**src/rtl/cpu_pkg.sv**
```systemverilog
// Shared definitions for the 16-bit CPU: instruction field geometry, opcodes,
// fetch FSM state encoding and the branch-offset sign extension helper.
package cpu_pkg;

    localparam int INSTR_W = 16;
    localparam int OPC_MSB = 15;
    localparam int OPC_LSB = 13;
    localparam int JTGT_W  = 13;
    localparam int BOFS_W  = 7;

    localparam logic [2:0] OP_ADD  = 3'b000;
    localparam logic [2:0] OP_ADDI = 3'b001;
    localparam logic [2:0] OP_SLI  = 3'b010;
    localparam logic [2:0] OP_ROT  = 3'b011;
    localparam logic [2:0] OP_BEQ  = 3'b100;
    localparam logic [2:0] OP_SW   = 3'b101;
    localparam logic [2:0] OP_LW   = 3'b110;
    localparam logic [2:0] OP_JMP  = 3'b111;

    typedef enum logic [1:0] {
        ST_IDLE  = 2'b00,
        ST_FETCH = 2'b01,
        ST_HOLD  = 2'b10,
        ST_ERR   = 2'b11
    } fetch_state_t;

    function automatic logic [INSTR_W-1:0] sext_bofs(input logic [BOFS_W-1:0] ofs);
        return {{(INSTR_W-BOFS_W){ofs[BOFS_W-1]}}, ofs};
    endfunction

endpackage

```
**src/rtl/next_pc_calc.sv**
```systemverilog
// Combinational next-PC selection: jump target > taken branch > sequential.
module next_pc_calc
    import cpu_pkg::*;
(
    input  logic [INSTR_W-1:0] i_pc_plus1,
    input  logic [JTGT_W-1:0]  i_instr_lo,
    input  logic               i_jump,
    input  logic               i_branch,
    input  logic               i_alu_zero,
    output logic [INSTR_W-1:0] o_next_pc
);

    // Jump keeps the page bits of pc+1; branch offset is relative to pc+1.
    always_comb begin
        o_next_pc = i_pc_plus1;
        if (i_jump) begin
            o_next_pc = {i_pc_plus1[INSTR_W-1:JTGT_W], i_instr_lo};
        end else if (i_branch && i_alu_zero) begin
            o_next_pc = i_pc_plus1 + sext_bofs(i_instr_lo[BOFS_W-1:0]);
        end else begin
            o_next_pc = i_pc_plus1;
        end
    end

endmodule

```
**src/rtl/instr_fetch_unit.sv**
```systemverilog
// Instruction fetch stage: owns the PC, fetches over req/ack, holds one
// instruction for decode and guards the memory handshake with a watchdog.
module instr_fetch_unit
    import cpu_pkg::*;
#(
    parameter logic [15:0] RESET_PC = 16'h0000,
    parameter int          TIMEOUT  = 16
)(
    input  logic        clk,
    input  logic        reset,
    output logic        imem_req,
    output logic [15:0] imem_addr,
    input  logic        imem_ack,
    input  logic [15:0] imem_rdata,
    output logic [15:0] instr,
    output logic [2:0]  opcode,
    output logic        instr_valid,
    input  logic        instr_ready,
    input  logic        jump,
    input  logic        branch,
    input  logic        alu_zero,
    output logic [15:0] pc,
    output logic [15:0] pc_plus1,
    output logic        fetch_err
);

    localparam logic [15:0] WD_LAST = 16'(TIMEOUT - 1);

    fetch_state_t r_state;
    fetch_state_t w_state_nxt;
    logic [15:0]  r_pc;
    logic [15:0]  r_instr;
    logic [15:0]  r_wd_cnt;
    logic         r_imem_req;
    logic         r_instr_valid;
    logic         r_fetch_err;
    logic [15:0]  w_pc_nxt;
    logic [15:0]  w_instr_nxt;
    logic [15:0]  w_wd_cnt_nxt;
    logic [15:0]  w_next_pc;
    logic [15:0]  w_pc_plus1;

    assign w_pc_plus1  = r_pc + 16'd1;
    assign pc_plus1    = w_pc_plus1;
    assign pc          = r_pc;
    assign imem_addr   = r_pc;
    assign instr       = r_instr;
    assign opcode      = r_instr[OPC_MSB:OPC_LSB];
    assign imem_req    = r_imem_req;
    assign instr_valid = r_instr_valid;
    assign fetch_err   = r_fetch_err;

    next_pc_calc u_next_pc_calc (
        .i_pc_plus1 (w_pc_plus1),
        .i_instr_lo (r_instr[JTGT_W-1:0]),
        .i_jump     (jump),
        .i_branch   (branch),
        .i_alu_zero (alu_zero),
        .o_next_pc  (w_next_pc)
    );

    // Next-state and datapath update selection.
    always_comb begin
        w_state_nxt  = r_state;
        w_pc_nxt     = r_pc;
        w_instr_nxt  = r_instr;
        w_wd_cnt_nxt = r_wd_cnt;
        case (r_state)
            ST_IDLE: begin
                w_state_nxt = ST_FETCH;
            end
            ST_FETCH: begin
                if (imem_ack) begin
                    w_instr_nxt  = imem_rdata;
                    w_wd_cnt_nxt = 16'd0;
                    w_state_nxt  = ST_HOLD;
                end else begin
                    w_wd_cnt_nxt = r_wd_cnt + 16'd1;
                    if ((TIMEOUT != 0) && (r_wd_cnt == WD_LAST)) begin
                        w_state_nxt = ST_ERR;
                    end else begin
                        w_state_nxt = ST_FETCH;
                    end
                end
            end
            ST_HOLD: begin
                if (instr_ready) begin
                    w_pc_nxt    = w_next_pc;
                    w_state_nxt = ST_FETCH;
                end else begin
                    w_state_nxt = ST_HOLD;
                end
            end
            ST_ERR: begin
                w_state_nxt = ST_ERR;
            end
            default: begin
                w_state_nxt = ST_IDLE;
            end
        endcase
    end

    // State register.
    always_ff @(posedge clk) begin
        if (reset) begin
            r_state <= ST_IDLE;
        end else begin
            r_state <= w_state_nxt;
        end
    end

    // Datapath and registered handshake outputs, decoded from the next state.
    always_ff @(posedge clk) begin
        if (reset) begin
            r_pc          <= RESET_PC;
            r_instr       <= 16'h0000;
            r_wd_cnt      <= 16'd0;
            r_imem_req    <= 1'b0;
            r_instr_valid <= 1'b0;
            r_fetch_err   <= 1'b0;
        end else begin
            r_pc          <= w_pc_nxt;
            r_instr       <= w_instr_nxt;
            r_wd_cnt      <= w_wd_cnt_nxt;
            r_imem_req    <= (w_state_nxt == ST_FETCH);
            r_instr_valid <= (w_state_nxt == ST_HOLD);
            r_fetch_err   <= (w_state_nxt == ST_ERR);
        end
    end

endmodule

```
**config.mk**
```make
export PLATFORM = sky130hd
export DESIGN_NAME = instr_fetch_unit
export DESIGN_NICKNAME = d
export VERILOG_FILES = /design/src/rtl/cpu_pkg.sv /design/src/rtl/next_pc_calc.sv /design/src/rtl/instr_fetch_unit.sv
export SDC_FILE = /design/constraint.sdc
export NUM_CORES = 1
export LEC_CHECK = 0
export BUFFER_PORTS_ARGS = -buffer_cell sky130_fd_sc_hd__buf_4
export CORE_UTILIZATION = 54
export DETAILED_ROUTE_END_ITERATION = 6
export PLACE_DENSITY_LB_ADDON = 0.1
export SYNTH_ARGS = -nofsm -noshare
export SYNTH_HDL_FRONTEND = slang
export SYNTH_SLANG_ARGS = --single-unit
```
**constraint.sdc**
```tcl
create_clock -name clk -period 5.7 [get_ports clk]
set_input_delay 0.855 -clock clk [delete_from_list [all_inputs] [get_ports clk]]
set_output_delay 0.855 -clock clk [all_outputs]
set_load 0.01 [all_outputs]
```
==> results of run 1 <==
-- layout make-up --
class | count | area (um^2)
clock buffers | 5 | 68.8
clock inverters | 3 | 26.3
fillers | 531 | 1920
inverters | 9 | 33.8
multi-input cells | 351 | 2160
flip-flops and latches | 53 | 1060
well taps | 75 | 93.8
repair buffers | 93 | 698
-- registers in the layout (all words and copies together), names as in the netlist --
name         flops
fetch_err        1
imem_addr       16
instr           16
instr_valid      1
r_wd_cnt        16
r_state          2
imem_req         1
-- Yosys cell counts, drive strengths merged (3+ instances only) --
cell type	number	area share (%)
o21a	3	0.86
and2	5	0.90
xnor2	14	3.5
dfxtp	53	31
a31oi	5	0.90
buf	22	4.5
xor2	23	5.8
inv	9	0.97
nand4	8	1.4
nor2	40	4.3
clkbuf	16	1.7
and3	4	0.72
o211ai	8	1.7
nor3	14	2.2
ha	21	7.6
a211oi	3	0.65
nand3	21	3.0
nand2b	3	0.54
a21o	6	1.3
and4	6	1.5
o21ai	15	2.6
nand2	72	7.8
a21oi	46	6.7
-- cell usage in the layout (no fill, tap or decap), drive strengths merged, types with 3 or more instances in the layout --
master,instances
nand4,8
and3,4
ha,21
nor3,14
nand3,21
inv,10
xor2,23
a31oi,5
nand2,72
o21ai,15
a21oi,46
o21a,3
nor2,40
and2,5
and4,6
clkbuf,5
a211oi,3
xnor2,14
dfxtp,53
a21o,6
nand2b,3
buf,93
o211ai,8
-- power groups by stage --
stage,registers (W),logic (W),clock network (W)
final,0.000393,0.000105,0.000231
after global routing,0.000394,0.000115,0.000249
after detailed placement,0.000401,0.000105,0
after CTS,0.000392,0.000105,0.000234
after floorplan,0.000401,0.0000604,0
after global placement,0.000400,0.000102,0
-- metal layers --
layer / part of all wire (%) / track usage [%] / wire, um / vias up
met3: 7.3 / 7.47 / 703 / 18
met5: 0 / 0 / 0 / -
met1: 43 / 36.4 / 4140 / 1615
met2: 47 / 48.3 / 4510 / 146
met4: 2.7 / 11.6 / 261 / 0
li1: - / - / - / 1689
-- worst max-delay path: cells and delay by family, from the launching register on --
kind / cells / cell delay, ps
xor+xnor: 2 / 460
simple gates: 3 / 660
compound gates: 5 / 930
fa+ha+maj: 2 / 620
flops: 1 / 480
-- through the flow --
stage | total power, W | hold slack (ps)
floorplan | 0.000462 | 462
global placement | 0.000503 | 461
detailed placement | 0.000505 | 469
CTS | 0.000732 | 487
global route | 0.000758 | 504
finish | 0.000728 | 486
-- kinds of logic after synthesis --
kind of cell / Yosys count / share of synthesized area [%]
AOI/OAI and AO/OA: 105 / 19.6
buffers and inverters: 47 / 7.20
and+or+nand+nor: 187 / 25.2
adders and majority gates: 22 / 8.14
xor gates and xnor gates: 37 / 9.33
DFF: 53 / 30.5
-- worst paths after layout --
path	startpoint	to	slack [ps]	cells past startpoint
max	imem_addr[0]	imem_addr[15]	2430	12
min	instr[14]	instr[14]	490	2
max reg2reg	imem_addr[0]	imem_addr[15]	2430	12
min reg2reg	instr[14]	instr[14]	490	2
==> impl_metrics.csv, run 1 <==
group,metric,value,unit
grt,overflow,0,
power_and_ir_drop,p_clk_share,31.7,%
clock_network,cts-root-buf,"clkbuf_8",
grt,antenna_found_initial,0,
timing,hold_viol,0,
floorplanning,die_y,82.2,um
power_and_ir_drop,power_switching,0.000214,W
timing,setup_viol_count_final,0,
setup_path,slowest_delay,480,ps
timing,worst_slew_pin_slew,966,ps
power_and_ir_drop,sequentialPowerShare,53.9,%
final_layout,fin_cells,589,
clock_network,numClockSinks,53,
placement,placed_cell_area,4050,um^2
setup_path,endpoint_kind,"flop",
synth,synth_area_per_cell,7.70,um^2
timing,finClkSkew,11.2,ps
clock_network,cts_made_buffers,5,
synth,synth-seq-cells,53,
setup_path,cp_cell_sequence,"ha_1, nand3_1, nor2_1, nand3_1, xnor2_1, ha_1, a21oi_1, a21oi_1, o21a_1, o22ai_1, xnor2_1, o22ai_1",
route,wl,9610,um
grt,grt_pass1_wl,14900,um
route,dr.pass1.iters,4,
grt,gr-usage-all-layers,29.3,%
timing,maxSlewHeadroom,35.6,%
floorplanning,core_area,6060,um^2
floorplanning,num_rows,28,
timing,min_period,3270,ps
power_and_ir_drop,ir_drop,0.135,mV
synth,syn_nets,496,
placement,dp_slack,2550,ps
clock_network,post_cts_buffers,0,
clock_network,cts_tree,"done",
clock_network,clk_pin_slew,100,ps
setup_path,critPathKind,"reg -> reg",
placement,place_hpwl,7040,um
timing,tns,0,ps
floorplanning,io_pins,93,
clock_network,cts.repair.resized,0,
clock_network,htree_num_levels,2,
synth,ys_warn_count,0,
synth,synthCells,451,
setup_path,cp_max_fo,10,
route,via_per_inst,5.89,
route,wl_per_cell,16.3,um
grt,grt_pass1_vias,3116,
synth,yosysSeqAreaShare,30.5,%
timing,max_freq,306,MHz
placement,place.gp.congestion,0.966,
setup_path,startpoint_type,"flop",
final_layout,final_nets,558,
clock_network,clk_path_buf_depth,2,
synth,synth.distinct_cells,58,
route,drc,0,
power_and_ir_drop,leakage,1.79,nW
timing,drv_slew,0,
power_and_ir_drop,p_sw_share,29.4,%
floorplanning,die-area,6760,um^2
synth,synth.cell_area,3470,um^2
timing,setup_ws,2430,ps
power_and_ir_drop,intPower,0.000514,W
floorplanning,fp.dieW,82.2,um
route,drtAntennaViolNets,0,
run,drv_cap,0,
power_and_ir_drop,powerDensity,176,nW/um^2
timing,timing.final.crit_share,57.4,%
setup_path,arrival,3450,ps
final_layout,antenna_cells,0,
placement,dp.cells,581,
setup_path,worst_path_max_delay_cell,"dfxtp_1",
clock_network,clk_latency,320,ps
placement,portBuffers,92,
route,num_vias,3468,
hold_path,min_path_type,"reg -> reg",
grt,grt_max_degree,37,
timing,rsz0062_at_grt,"false",
final_layout,syn2layout_area_growth,19.3,%
clock_network,postCtsHoldBufs,0,
final_layout,drive_gt1_share,21.2,%
power_and_ir_drop,power_frac_comb,14.4,%
floorplanning,initial_utilization,57.3,%
synth,postSynth.asyncResetShare,0,%
final_layout,stdcell_area,4150,um^2
setup_path,cp.required,5880,ps
synth,synth_enable_flop_cells,0,
route,drt_first_iter_violations,118,
final_layout,utilization,68.4,%
run_status,status,"complete, no violations",
synth,synth_flop_cell,"dfxtp_1",
Note: power is estimated with default switching activity, not from simulation.
==> run 2: changes to the inputs <==
- CORE_UTILIZATION: 54 -> 48
- clock period: 5.7 -> 2.7 ns (I/O delays scaled with it)
==> impl_metrics.csv, run 2 (synthesis gave the netlist of run 1 again) <==
group,metric,value,unit
run_status,status,"complete, no violations",
clock_network,htree_num_levels,2,
floorplanning,die-area,7580,um^2
placement,place.gp.congestion,0.907,
setup_path,r2r-start,"imem_addr[0]",
power_and_ir_drop,p_clk_share,34.8,%
route,drc,0,
timing,min_period,2660,ps
setup_path,r2r-end,"imem_addr[14]",
run,drv_cap,0,
floorplanning,num_rows,30,
setup_path,cp_max_fo,6,
clock_network,postCtsHoldBufs,0,
timing,timing.final.crit_share,98.5,%
setup_path,worst-path-buf-inv,1,
setup_path,arrival,2930,ps
setup_path,cp.required,2970,ps
clock_network,numClockSinks,53,
grt,grt_pass1_vias,3366,
grt,overflow,0,
clock_network,cts_tree,"done",
timing,rsz0062_at_grt,"true",
clock_network,clk_path_buf_depth,2,
clock_network,clk_pin_slew,110,ps
clock_network,cts-root-buf,"clkbuf_8",
route,via_per_inst,5.54,
power_and_ir_drop,intPower,0.00120,W
final_layout,final_nets,603,
setup_path,r2r_cells,13,
power_and_ir_drop,leakage,2.07,nW
hold_path,min_from,"imem_rdata[3]",
final_layout,layout_commonest_cell,"buf_4",
final_layout,fin_cells,655,
power_and_ir_drop,powerDensity,351,nW/um^2
route,wl_per_cell,15.6,um
floorplanning,core_area,6910,um^2
route,drt_first_iter_violations,262,
timing,hold_viol,0,
timing,drv_slew,0,
setup_path,cp_cell_sequence,"ha_2, nand3_4, nor2_2, and4_4, xor2_2, ha_4, nand3_1, nor2_1, inv_1, o21ai_4, nand3_1, a221oi_2, o221a_1",
route,drtAntennaViolNets,0,
placement,dp.cells,646,
power_and_ir_drop,power_frac_comb,15.5,%
final_layout,drive_gt1_share,33.6,%
setup_path,path_common_cell,"nand3_1",
power_and_ir_drop,p_sw_share,27.6,%
placement,place_hpwl,7700,um
setup_path,worst_path_max_delay_cell,"dfxtp_2",
final_layout,utilization,68.4,%
timing,worst_slew_pin_slew,574,ps
setup_path,r2r_slack,40,ps
final_layout,nFillCells,617,
setup_path,critPathKind,"reg -> reg",
grt,antenna_found_initial,0,
power_and_ir_drop,sequentialPowerShare,49.7,%
timing,max_freq,376,MHz
floorplanning,initial_utilization,50.3,%
placement,portBuffers,92,
timing,setup_viol_count_final,0,
hold_path,min_path_type,"in -> reg",
route,wl,10200,um
final_layout,mostFrequentLayoutCells,"138 x buf_4, 72 x nand2_1, 48 x dfxtp_1, 41 x a21oi_1, 37 x nor2_1",
route,dr.pass1.iters,4,
clock_network,cts_made_buffers,5,
power_and_ir_drop,ir_drop,0.271,mV
final_layout,syn2layout_area_growth,36.0,%
grt,gr-usage-all-layers,27.2,%
hold_path,hold_depth,3,
floorplanning,die_y,87.1,um
setup_path,slowest_delay,370,ps
setup_path,startpoint_type,"flop",
route,num_vias,3630,
final_layout,antenna_cells,0,
floorplanning,io_pins,93,
setup_path,endpoint_kind,"flop",
hold_path,min_to,"instr[3]",
grt,grt_max_degree,37,
power_and_ir_drop,power_switching,0.000459,W
power_and_ir_drop,power,0.00166,W
setup_path,crit_family,"simple AND/OR/NAND/NOR gates",
timing,maxSlewHeadroom,61.6,%
floorplanning,fp.dieW,87.1,um
timing,finClkSkew,7.01,ps
clock_network,clk_latency,320,ps
grt,grt_pass1_wl,16100,um
run 2: power groups by stage:
stage	Clock (W)	Sequential (W)	Combinational, W
after floorplan	0	0.000848	0.000129
after global placement	0	0.000842	0.000246
after detailed placement	0	0.000843	0.000248
after CTS	0.000596	0.000825	0.000249
after global routing	0.000617	0.000829	0.000281
final	0.000577	0.000826	0.000258
run 2: how the worst max path moves through the flow:
| stage | startpoint | end | slack (ps) | cells after the start |
|---|---|---|---|---|
| 2_1_floorplan | imem_addr[0] | imem_addr[12] | 6 | 11 |
| 3_3_place_gp | imem_addr[0] | imem_addr[11] | -10 | 11 |
| 3_5_place_dp | imem_addr[0] | imem_addr[11] | -100 | 11 |
| 4_1_cts | imem_addr[2] | imem_addr[11] | 10 | 11 |
| 5_1_grt | imem_addr[0] | imem_addr[14] | -80 | 13 |
| 6_report | imem_addr[0] | imem_addr[14] | 40 | 13 |
run 2: timing repair:
item                                    in CTS  in global routing
buffers inserted                             0                  1
pin swaps                                    0                  2
gates resized for setup                      4                 21
endpoints found under the setup margin       5                  6
run 2: metal layers:
layer	vias up	routed length, um	global-route usage (%)
met5	-	0	0
met4	0	93	6.82
met3	11	538	4.17
met2	133	4820	44.8
met1	1702	4780	37.3
li1	1784	-	-
run 2: layout make-up:
type	instances	area, um^2	share of cell area (%)
clock buffer	5	68.8	1.46
sequential	53	1070	22.6
inverter	9	33.8	0.715
tap	96	120	2.54
clock inverter	3	47.5	1.01
multi-input combinational	351	2350	49.7
timing repair buffer	138	1040	21.9
run 2: tightest hold or removal path: stages:
cell and delay [ps]:
buf_4 110, nand2_1 40, a21oi_1 50
run 2: metrics by stage:
step                      worst slack, ps  TNS (ps)  hold slack [ps]  area (um^2)
after floorplan                      6.37         0              462         3550
after global placement              -11.2     -11.2              461         4480
after detailed placement             -101      -227              472         4480
after CTS                            14.2         0              324         4610
after global routing                -82.6      -160              315         4730
final                                39.3         0              326         4730
==> run 3: changes to the inputs <==
- CORE_UTILIZATION: 48 -> 49
- GPL_TIMING_DRIVEN: default -> 0
- SYNTH_HIERARCHICAL: default -> 1
==> impl_metrics.csv, run 3 <==
group,metric,value,unit
run_status,status,"complete, but fails checks",
run_status,violations,"negative setup slack",
floorplanning,die_y,87.9,um
power_and_ir_drop,leakage,2.33,nW
grt,overflow,0,
setup_path,cp_cell_sequence,"ha_4, nand2_2, nor2_4, nand3_4, xnor2_4, ha_1, buf_8, nand4_1, a211oi_4, o21bai_1, a2111o_1, nand3_2, nand2_1, a21oi_2",
final_layout,antenna_cells,0,
route,drtAntennaViolNets,0,
route,dr.pass1.iters,6,
setup_path,critPathKind,"reg -> reg",
clock_network,cts_tree,"done",
floorplanning,initial_utilization,52.1,%
clock_network,cts_made_buffers,5,
timing,tns,-828,ps
final_layout,final_nets,655,
synth,synth_enable_flop_cells,0,
clock_network,clk_path_buf_depth,2,
run,drv_cap,0,
synth,ys_warn_count,6,
placement,placed_cell_area,4580,um^2
timing,worst_slew_pin_slew,992,ps
setup_path,arrival,3170,ps
synth,synth_flop_cell,"dfxtp_1",
timing,finClkSkew,2.39,ps
final_layout,nFillCells,499,
setup_path,cp_max_fo,9,
route,via_per_inst,5.72,
synth,yosysSeqAreaShare,29.3,%
power_and_ir_drop,powerDensity,294,nW/um^2
synth,synth_top_area_share,29.3,%
final_layout,syn2layout_area_growth,49.8,%
synth,synth.area.top_cells,"dfxtp_1 29%, nand2_1 9.7%, a21oi_1 7.5%, ha_1 5.9%, buf_4 4.2%",
final_layout,layout_commonest_cell,"buf_4",
floorplanning,num_rows,30,
synth,synth_area_per_cell,7.63,um^2
floorplanning,fp.dieW,87.9,um
route,drt_first_iter_violations,280,
setup_path,slowest_delay,390,ps
final_layout,drive_gt1_share,40.2,%
synth,synth_top_cell_by_area,"dfxtp_1",
clock_network,clk_latency,290,ps
clock_network,clk_pin_slew,90,ps
setup_path,endpoint_kind,"flop",
setup_path,cp.required,2930,ps
floorplanning,die-area,7730,um^2
power_and_ir_drop,power,0.00159,W
synth,synth_common_cells,"93 x nand2_1, 54 x a21oi_1, 53 x dfxtp_1, 22 x nand3_1, 22 x nor2_1",
grt,grt_pass1_wl,16500,um
grt,grt_pass1_vias,3570,
setup_path,r2r_slack,-240,ps
setup_path,worst_path_max_delay_cell,"a2111o_1",
timing,timing.final.crit_share,109,%
synth,synthCells,474,
hold_path,min_path_type,"in -> reg",
route,drc,0,
timing,rsz0062_at_grt,"true",
synth,synth-seq-cells,53,
timing,hold_viol,0,
route,wl_per_cell,16.3,um
placement,portBuffers,91,
grt,grt_max_degree,19,
placement,place.gp.congestion,0.867,
clock_network,postCtsHoldBufs,0,
clock_network,cts-root-buf,"clkbuf_8",
final_layout,mostFrequentLayoutCells,"150 x buf_4, 91 x nand2_1, 48 x a21oi_1, 43 x dfxtp_1, 19 x nor2_1",
route,wl,11600,um
timing,drv_slew,0,
clock_network,numClockSinks,53,
timing,setup_viol_count_final,8,
placement,place_hpwl,7690,um
final_layout,stdcell_area,5420,um^2
clock_network,htree_num_levels,2,
timing,min_period,2940,ps
setup_path,startpoint_type,"flop",
synth,synth.distinct_cells,61,
timing,setup_ws,-243,ps
placement,dp_slack,-615,ps
grt,gr-usage-all-layers,27.3,%
floorplanning,core_area,6940,um^2
timing,max_freq,340,MHz
synth,synth.most_common_cell,"nand2_1",
timing,maxSlewHeadroom,33.8,%
synth,syn_nets,515,
floorplanning,io_pins,93,
route,num_vias,4067,
synth,synth.cell_area,3620,um^2
synth,postSynth.asyncResetShare,0,%
grt,antenna_found_initial,0,
power_and_ir_drop,ir_drop,0.371,mV
==> run 3: cell types whose count changed in the layout (fill, tap and decap cells not counted), moves of 7 or more <==
cell and delta:
ha_1 -9, nor3b_1 +8, buf_4 +12, nand2_1 +19, dfxtp_4 +8, clkbuf_1 +15, buf_6 +7, xor2_1 -12
a21oi_1 +7, nor2_1 -18
==> run 3: worst max-delay path: cells and delay by family, from the launching register on <==
kind                       cells  cell delay, ps
and+or+nand+nor                6             740
DFF                            1             380
AOI/OAI and AO/OA              4            1020
adders and majority gates      2             470
xor gates and xnor gates       1             150
buffers and inverters          1             130
==> run 3: metal layers <==
layer	share of wire [%]	routed length (um)	global-route usage, %	up-vias
met1	41	4730	34.4	1924
met5	0	0	0	-
met4	2.1	245	8.49	0
met2	49	5670	47.6	181
li1	-	-	-	1935
met3	8.0	920	4.62	27
==> run 3: path summary, 6_finish.rpt <==
| kind | cells past startpoint | startpoint | end |
|---|---|---|---|
| setup / recovery | 14 | imem_addr[1] | imem_addr[15] |
| hold / removal | 3 | imem_rdata[7] | instr[7] |
| setup reg to reg | 14 | imem_addr[1] | imem_addr[15] |
| hold reg to reg | 2 | instr[15] | instr[15] |
==> run 3: kinds of logic (layout without fill, tap and decap cells) <==
group / Yosys count / after routing / share of synthesized area, %
and+or+nand+nor: 210 / 210 / 28.4
AOI/OAI and AO/OA: 109 / 109 / 18.4
DFF: 53 / 53 / 29.3
buffers and inverters: 47 / 188 / 8.13
xor gates and xnor gates: 29 / 29 / 7.02
adders and majority gates: 18 / 18 / 6.43
muxes: 8 / 8 / 2.28
==> run 3: layout make-up <==
class                           count  area (um^2)  share of cell area [%]
Clock buffer                        8          111                    2.06
Tap cell                           96          120                    2.22
Buffer                             41          284                    5.24
Multi-Input combinational cell    374         2760                    51.0
Timing Repair Buffer              134         1030                    18.9
Inverter                            5         18.8                   0.346
Sequential cell                    53         1100                    20.2
==> run 3: report_power, final <==
group / total, W / switching (W) / internal [W] / leakage [nW]
combinational: 0.000257 / 0.000133 / 0.000124 / 1.84
clock: 0.000511 / 0.000246 / 0.000265 / 0.0566
sequential: 0.000822 / 0.0000298 / 0.000792 / 0.437
total: 0.00159 / 0.000409 / 0.00118 / 2.33
==> run 3: what timing repair did <==
| item | 4_1_cts | 5_1_grt |
|---|---|---|
| setup endpoints to repair | 7 | 10 |
| pin swaps | 29 | 25 |
| resized for setup | 32 | 43 |
| buffers inserted | 31 | 12 |
==> run 3: metrics by stage <==
step	instances	hold slack [ps]	utilization (%)
3_3_place_gp	661	462	66.0
4_1_cts	700	341	73.2
5_1_grt	711	345	78.0
6_report	711	345	78.0
3_5_place_dp	661	470	66.0
2_1_floorplan	474	453	-
